[config.mk]
export PLATFORM = sky130hd
export DESIGN_NAME = rgb_led_scheduler
export DESIGN_NICKNAME = d
export VERILOG_FILES = /design/src/rtl/rgb_led_scheduler.sv
export SDC_FILE = /design/constraint.sdc
export NUM_CORES = 1
export LEC_CHECK = 0
export CORE_MARGIN = 3
export CORE_UTILIZATION = 25
export CTS_CLUSTER_SIZE = 8
export DETAILED_ROUTE_END_ITERATION = 6
export PLACE_DENSITY = 0.54
export SKIP_LAST_GASP = 1
export SLEW_MARGIN = 20
export SYNTH_ARGS = -nofsm -noshare
export SYNTH_HDL_FRONTEND = slang
export SYNTH_SLANG_ARGS = --single-unit
[constraint.sdc]
create_clock -name clk -period 3.07 [get_ports clk]
set_clock_uncertainty 0.2 [all_clocks]
set_input_delay 0.614 -clock clk [delete_from_list [all_inputs] [get_ports clk]]
set_output_delay 0.614 -clock clk [all_outputs]
set_load 0.05 [all_outputs]
[src/rtl/rgb_led_scheduler.sv]
// rtl/rgb_led_scheduler.sv - round-robin time-slot scheduler sharing one RGB status LED
module rgb_led_scheduler #(
  parameter int          NUM_REQ     = 4,
  parameter logic [31:0] SLOT_CYCLES = 32'd27_000_000,
  parameter logic [31:0] GAP_CYCLES  = 32'd2_700_000,
  parameter logic [23:0] IDLE_RGB    = 24'h000000
) (
  input  logic                  clk,
  input  logic                  n_rst,
  input  logic [NUM_REQ-1:0]    req,
  input  logic [24*NUM_REQ-1:0] req_rgb,
  input  logic [NUM_REQ-1:0]    req_blink,
  output logic [NUM_REQ-1:0]    grant,
  output logic [NUM_REQ-1:0]    done,
  output logic [23:0]           rgb,
  output logic                  blink_en,
  output logic                  busy
);

  localparam int PW = (NUM_REQ > 1) ? $clog2(NUM_REQ) : 1;
  localparam logic [NUM_REQ-1:0] ONE = {{(NUM_REQ-1){1'b0}}, 1'b1};

  typedef enum logic [1:0] {IDLE, SHOW, GAP} state_t;

  state_t        state;
  logic [PW-1:0] ptr;
  logic [PW-1:0] win;
  logic [PW-1:0] cand;
  logic          any_req;
  logic [31:0]   cnt;
  int            j;

  // Round-robin search starting just after the last winner; walking from the
  // farthest candidate to the nearest lets the nearest active one win.
  always_comb begin
    win     = ptr;
    cand    = ptr;
    any_req = 1'b0;
    j       = 0;
    for (int k = NUM_REQ; k >= 1; k--) begin
      j    = (int'(ptr) + k) % NUM_REQ;
      cand = j[PW-1:0];
      if (req[cand]) begin
        win     = cand;
        any_req = 1'b1;
      end
    end
  end

  // Slot sequencer: arbitrate in IDLE, display a snapshot in SHOW, stay dark in GAP.
  always_ff @(posedge clk or negedge n_rst) begin
    if (!n_rst) begin
      state    <= IDLE;
      ptr      <= PW'(NUM_REQ - 1);
      cnt      <= '0;
      grant    <= '0;
      done     <= '0;
      rgb      <= IDLE_RGB;
      blink_en <= 1'b0;
      busy     <= 1'b0;
    end else begin
      done <= '0;
      case (state)
        IDLE: begin
          if (any_req) begin
            state    <= SHOW;
            ptr      <= win;
            grant    <= ONE << win;
            rgb      <= req_rgb[24*win +: 24];
            blink_en <= req_blink[win];
            cnt      <= '0;
            busy     <= 1'b1;
          end
        end
        SHOW: begin
          cnt <= cnt + 32'd1;
          // A dropped request aborts the slot; done only fires if it is still held.
          if (!req[ptr] || cnt == SLOT_CYCLES - 32'd1) begin
            grant    <= '0;
            rgb      <= IDLE_RGB;
            blink_en <= 1'b0;
            cnt      <= '0;
            if (req[ptr]) done[ptr] <= 1'b1;
            if (GAP_CYCLES == 32'd0) begin
              state <= IDLE;
              busy  <= 1'b0;
            end else begin
              state <= GAP;
            end
          end
        end
        GAP: begin
          if (cnt == GAP_CYCLES - 32'd1) begin
            state <= IDLE;
            busy  <= 1'b0;
            cnt   <= '0;
          end else begin
            cnt <= cnt + 32'd1;
          end
        end
        default: state <= IDLE;
      endcase
    end
  end

endmodule

==> summary.md <==
After clock tree synthesis, the flow added hold-fix buffers numbering 0. For the latest clock arrival within the worst-skew pair, the log shows 0.34 ns. The sequential power share is 40.9%, and the number of instances resized during post-cts repair is 0. The final layout contains routed wiring with a total length of 12800 µm. The number of rows created at floorplan came out at 48.

The post-layout worst setup margin came out at 0.234 ns. Max-capacitance violation count: 0. The first global-routing pass estimated 20900 µm of wire. The number of input and output port buffers inserted was 139. In the final layout, the multi-input gates occupy 0.00250 mm².

The classification of the worst-slack hold path was input port to async pin. The routed layout has 4060 vias. After the last flow step, the layout net total stands at 728. The tools report the post-route antenna net violation count as 0.

The tools report the initial antenna violation count as 0. The endpoint of the worst setup timing path was rgb[19]$_DFFE_PN0P_. In the final timing run, aggregate negative setup slack is 0 ns. TritonCTS built the clock tree. The initial standard-cell utilization of the core is 25.7%, and the die footprint is 0.0195 mm². Counting I/O delays and the setup requirement, the final critical path takes 2.84 ns.

The area growth from synthesis to layout is 46.9%. The sequential share of the synthesized area was 39.2%; the compound-gate portion of the synthesized area was 15.2%. After clock tree synthesis, the setup repair step added 0 buffers. The startpoint of the worst-slack reg-to-reg timing path is ptr[0]$_DFFE_PN1P_. Entering global routing, the biggest net connects 71 pins. Of the total power, the clock network draws 46.6%. For the final routed DRC violation total, the log shows 0.

By area, the combinational part of the netlist is dominated by simple AND/OR/NAND/NOR gates. The XOR/XNOR share of the synthesized area is 3.53%, and the total clock buffers created by CTS is 9. The biggest area contributor in the post-synthesis netlist is dfrtp_1.

Timing analysis after detailed placement gives a worst setup slack of -0.113 ns. STA classifies the critical path startpoint as an input port. Measured along the y axis, the die boundary spans 140 µm.

In this run the register-to-register setup slack is 0.28 ns. The summed instance area of the synthesized netlist is 0.00447 mm², and the x dimension of the die is 140 µm. STA puts the critical path data required time at 3.09 ns. The tools report the worst reg2reg path endpoint as rgb[4]$_DFFE_PN0P_.

Combinational logic burns 12.5% of the power. After detailed routing, the average wire length per cell comes to 15.2 µm. Summing the areas of all fa, ha and maj instances in the mapped netlist gives 2.52% of the synthesized area. The run gives 0.000495 W as the net switching power figure.

STA puts the critical path data arrival time at 2.85 ns. Global routing used 13.1% of the available tracks. The share of flip-flops with an asynchronous set or reset after synthesis is 100%. The number of pins exceeding their max-slew limit in the final report is 0, and the internal power contribution is 0.00176 W. Among all flip-flop cells after synthesis, the most frequent one is dfrtp_1. The tools report the routability congestion estimate as 0.853. The flip-flop and latch count after synthesis was 70. In the synthesized netlist, the number of instances is 463. The worst setup path category was input port to register. Headroom to the max-slew limit came out at 39.0%. The logs give 0 for the number of setup violations in the final report and 0 for the antenna diode instance count. Timing would allow up to 353 MHz.

The worst setup path is captured at a register. The worst-margin pin slew is 0.914 ns, and the HPWL reported at the end of detailed placement is 9660 µm. Clock-pin slew was measured on the worst setup and hold paths at 0.06 ns. Of the cells placed in the final design, the portion with a size suffix greater than 1 is 13.6%. The simple-gate area share of the yosys netlist came out at 20.2%. Clock tree synthesis selected as its root buffer the cell clkbuf_16. A synthesized cell averages 9.65 µm². The run finished with clean final reports. VDD sags by at most 238 µV. The number of library cell types mapped by synthesis is 58, and the number of nets in the synthesized netlist is 578.

The H-tree depth is 3. The layout has 1707 filler cells. Of the post-synthesis cell area, the part taken by muxes is 14.5%.

The number of enable flip-flop cells after synthesis was 0. The DRC violation total after the first TritonRoute iteration is 272, and the fraction of synthesized cell area taken by the top area cell type is 38.1%. Yosys attributes the largest share of cell area to dfrtp_1 38%, nand2_1 6.3%, mux2i_1 6.0%, mux2_4 5.7%, a221o_1 5.4%. The tools report the count of warnings emitted by yosys as 0. After global routing the overflow that remains totals 0. The number of cells on the worst reg-to-reg path is 7. The run gives 0.0174 mm² as the placeable core region.

The leakage power total is 2.73 nW, and the clock tree buffer depth is 2. Net switching is 22.0% of the power. The number of global-route vias before repair came out at 4133.

Along the worst path, the maximum fanout reaches 22. Setup repair after global routing left no endpoint under its margin. The critical path starts at req[2].

Dividing the detail-routed via count by the number of cells gives 4.82. The first TritonRoute pass finished after 4 iterations. The total count of hold-check failures in the final report is 0, and the area taken by flip-flops and latches is 0.00175 mm². Pin placement for this block handled 140 I/O pins. The clock drives 70 sinks.

The ratio of final minimum period to clock period works out to 92.4%. Power spread over the standard cell area amounts to 343 mW/mm².
[synth_stat cells, drive strengths merged (6+ instances only)]
| master | count |
|---|---|
| a21oi | 8 |
| a221o | 24 |
| a22o | 11 |
| and3 | 6 |
| buf | 19 |
| clkbuf | 11 |
| dfrtp | 68 |
| ha | 9 |
| inv | 9 |
| mux2 | 26 |
| mux2i | 27 |
| nand2 | 75 |
| nand2b | 6 |
| nand3 | 10 |
| nand4 | 15 |
| nor2 | 37 |
| nor2b | 6 |
| nor3 | 11 |
| o21ai | 21 |
| xnor2 | 6 |
| xor2 | 12 |
[layout by cell type, fill, tap and decap left out, types with 11 or more instances in the layout]
cell               n
a22o_1            11
mux2i_1           27
nor2_1            37
xor2_1            12
mux2_4            17
a221o_1           24
buf_4             24
dfrtp_1           68
o21ai_0           20
nand2_1           75
clkdlybuf4s50_1  138
nand4_1           15
[cells by family after synthesis]
family          count (synthesis)
compound gates                 86
xor+xnor                       18
fa+ha+maj                       9
buf+inv                        40
flops                          70
mux                            54
simple gates                  186
[cell type report]
cell class	instances	area share (%)
inverters	10	0.572
repair buffers	169	25.9
flip-flops and latches	70	26.7
multi-input cells	353	38.1
well taps	225	4.29
clock buffers	11	3.70
clock inverters	4	0.724
[worst min-delay path by stage]
stage / startpoint / to / slack (ns) / cells past startpoint
floorplan: n_rst / blink_en$_DFFE_PN0P_ / 0.12 / 0
global placement: grant[1]$_DFFE_PN0P_ / grant[1]$_DFFE_PN0P_ / 0.29 / 1
detailed placement: grant[1]$_DFFE_PN0P_ / grant[1]$_DFFE_PN0P_ / 0.29 / 1
CTS: n_rst / done[1]$_DFF_PN0_ / 0.25 / 1
global route: n_rst / done[1]$_DFF_PN0_ / 0.28 / 1
finish: n_rst / done[3]$_DFF_PN0_ / 0.20 / 1
[state kept, by name (all words and copies together) (netlist names)]
register  flops
done          4
state         2
blink_en      1
busy          1
ptr           2
rgb          24
grant         4
cnt          32
[stage by stage]
step                power [W]  util, %  std cells  hold WS, ns  instance area, µm²
floorplan             0.00105        -        463        0.118                4470
global placement      0.00122     36.0        827        0.286                6280
detailed placement    0.00122     36.0        827        0.288                6280
CTS                   0.00228     37.7        842        0.249                6570
global route          0.00234     37.7        842        0.283                6570
finish                0.00226     37.7        842        0.202                6570
[power groups by stage]
stage / clock network, W / registers (W) / logic [W]
after floorplan: 0 / 0.000940 / 0.000106
after global placement: 0 / 0.000940 / 0.000281
after detailed placement: 0 / 0.000940 / 0.000285
after CTS: 0.00107 / 0.000923 / 0.000286
after global routing: 0.00111 / 0.000922 / 0.000302
final: 0.00105 / 0.000923 / 0.000282
[routing by layer]
layer	up-vias	wire [µm]	global-route usage [%]
li1	1971	-	-
met4	0	221	4.84
met2	113	6060	20.4
met5	-	0	0
met3	15	840	4.47
met1	1961	5720	16.8
[worst max-delay path, stage by stage]
cell and delay [ns]:
clkdlybuf4s50_1 0.56, nand2b_1 0.25, a21oi_2 0.14, o21ai_1 0.08, a211o_2 0.39, buf_12 0.18, mux2_4 0.30, a221o_1 0.33
No activity file was read; power rests on OpenSTA's default activity.
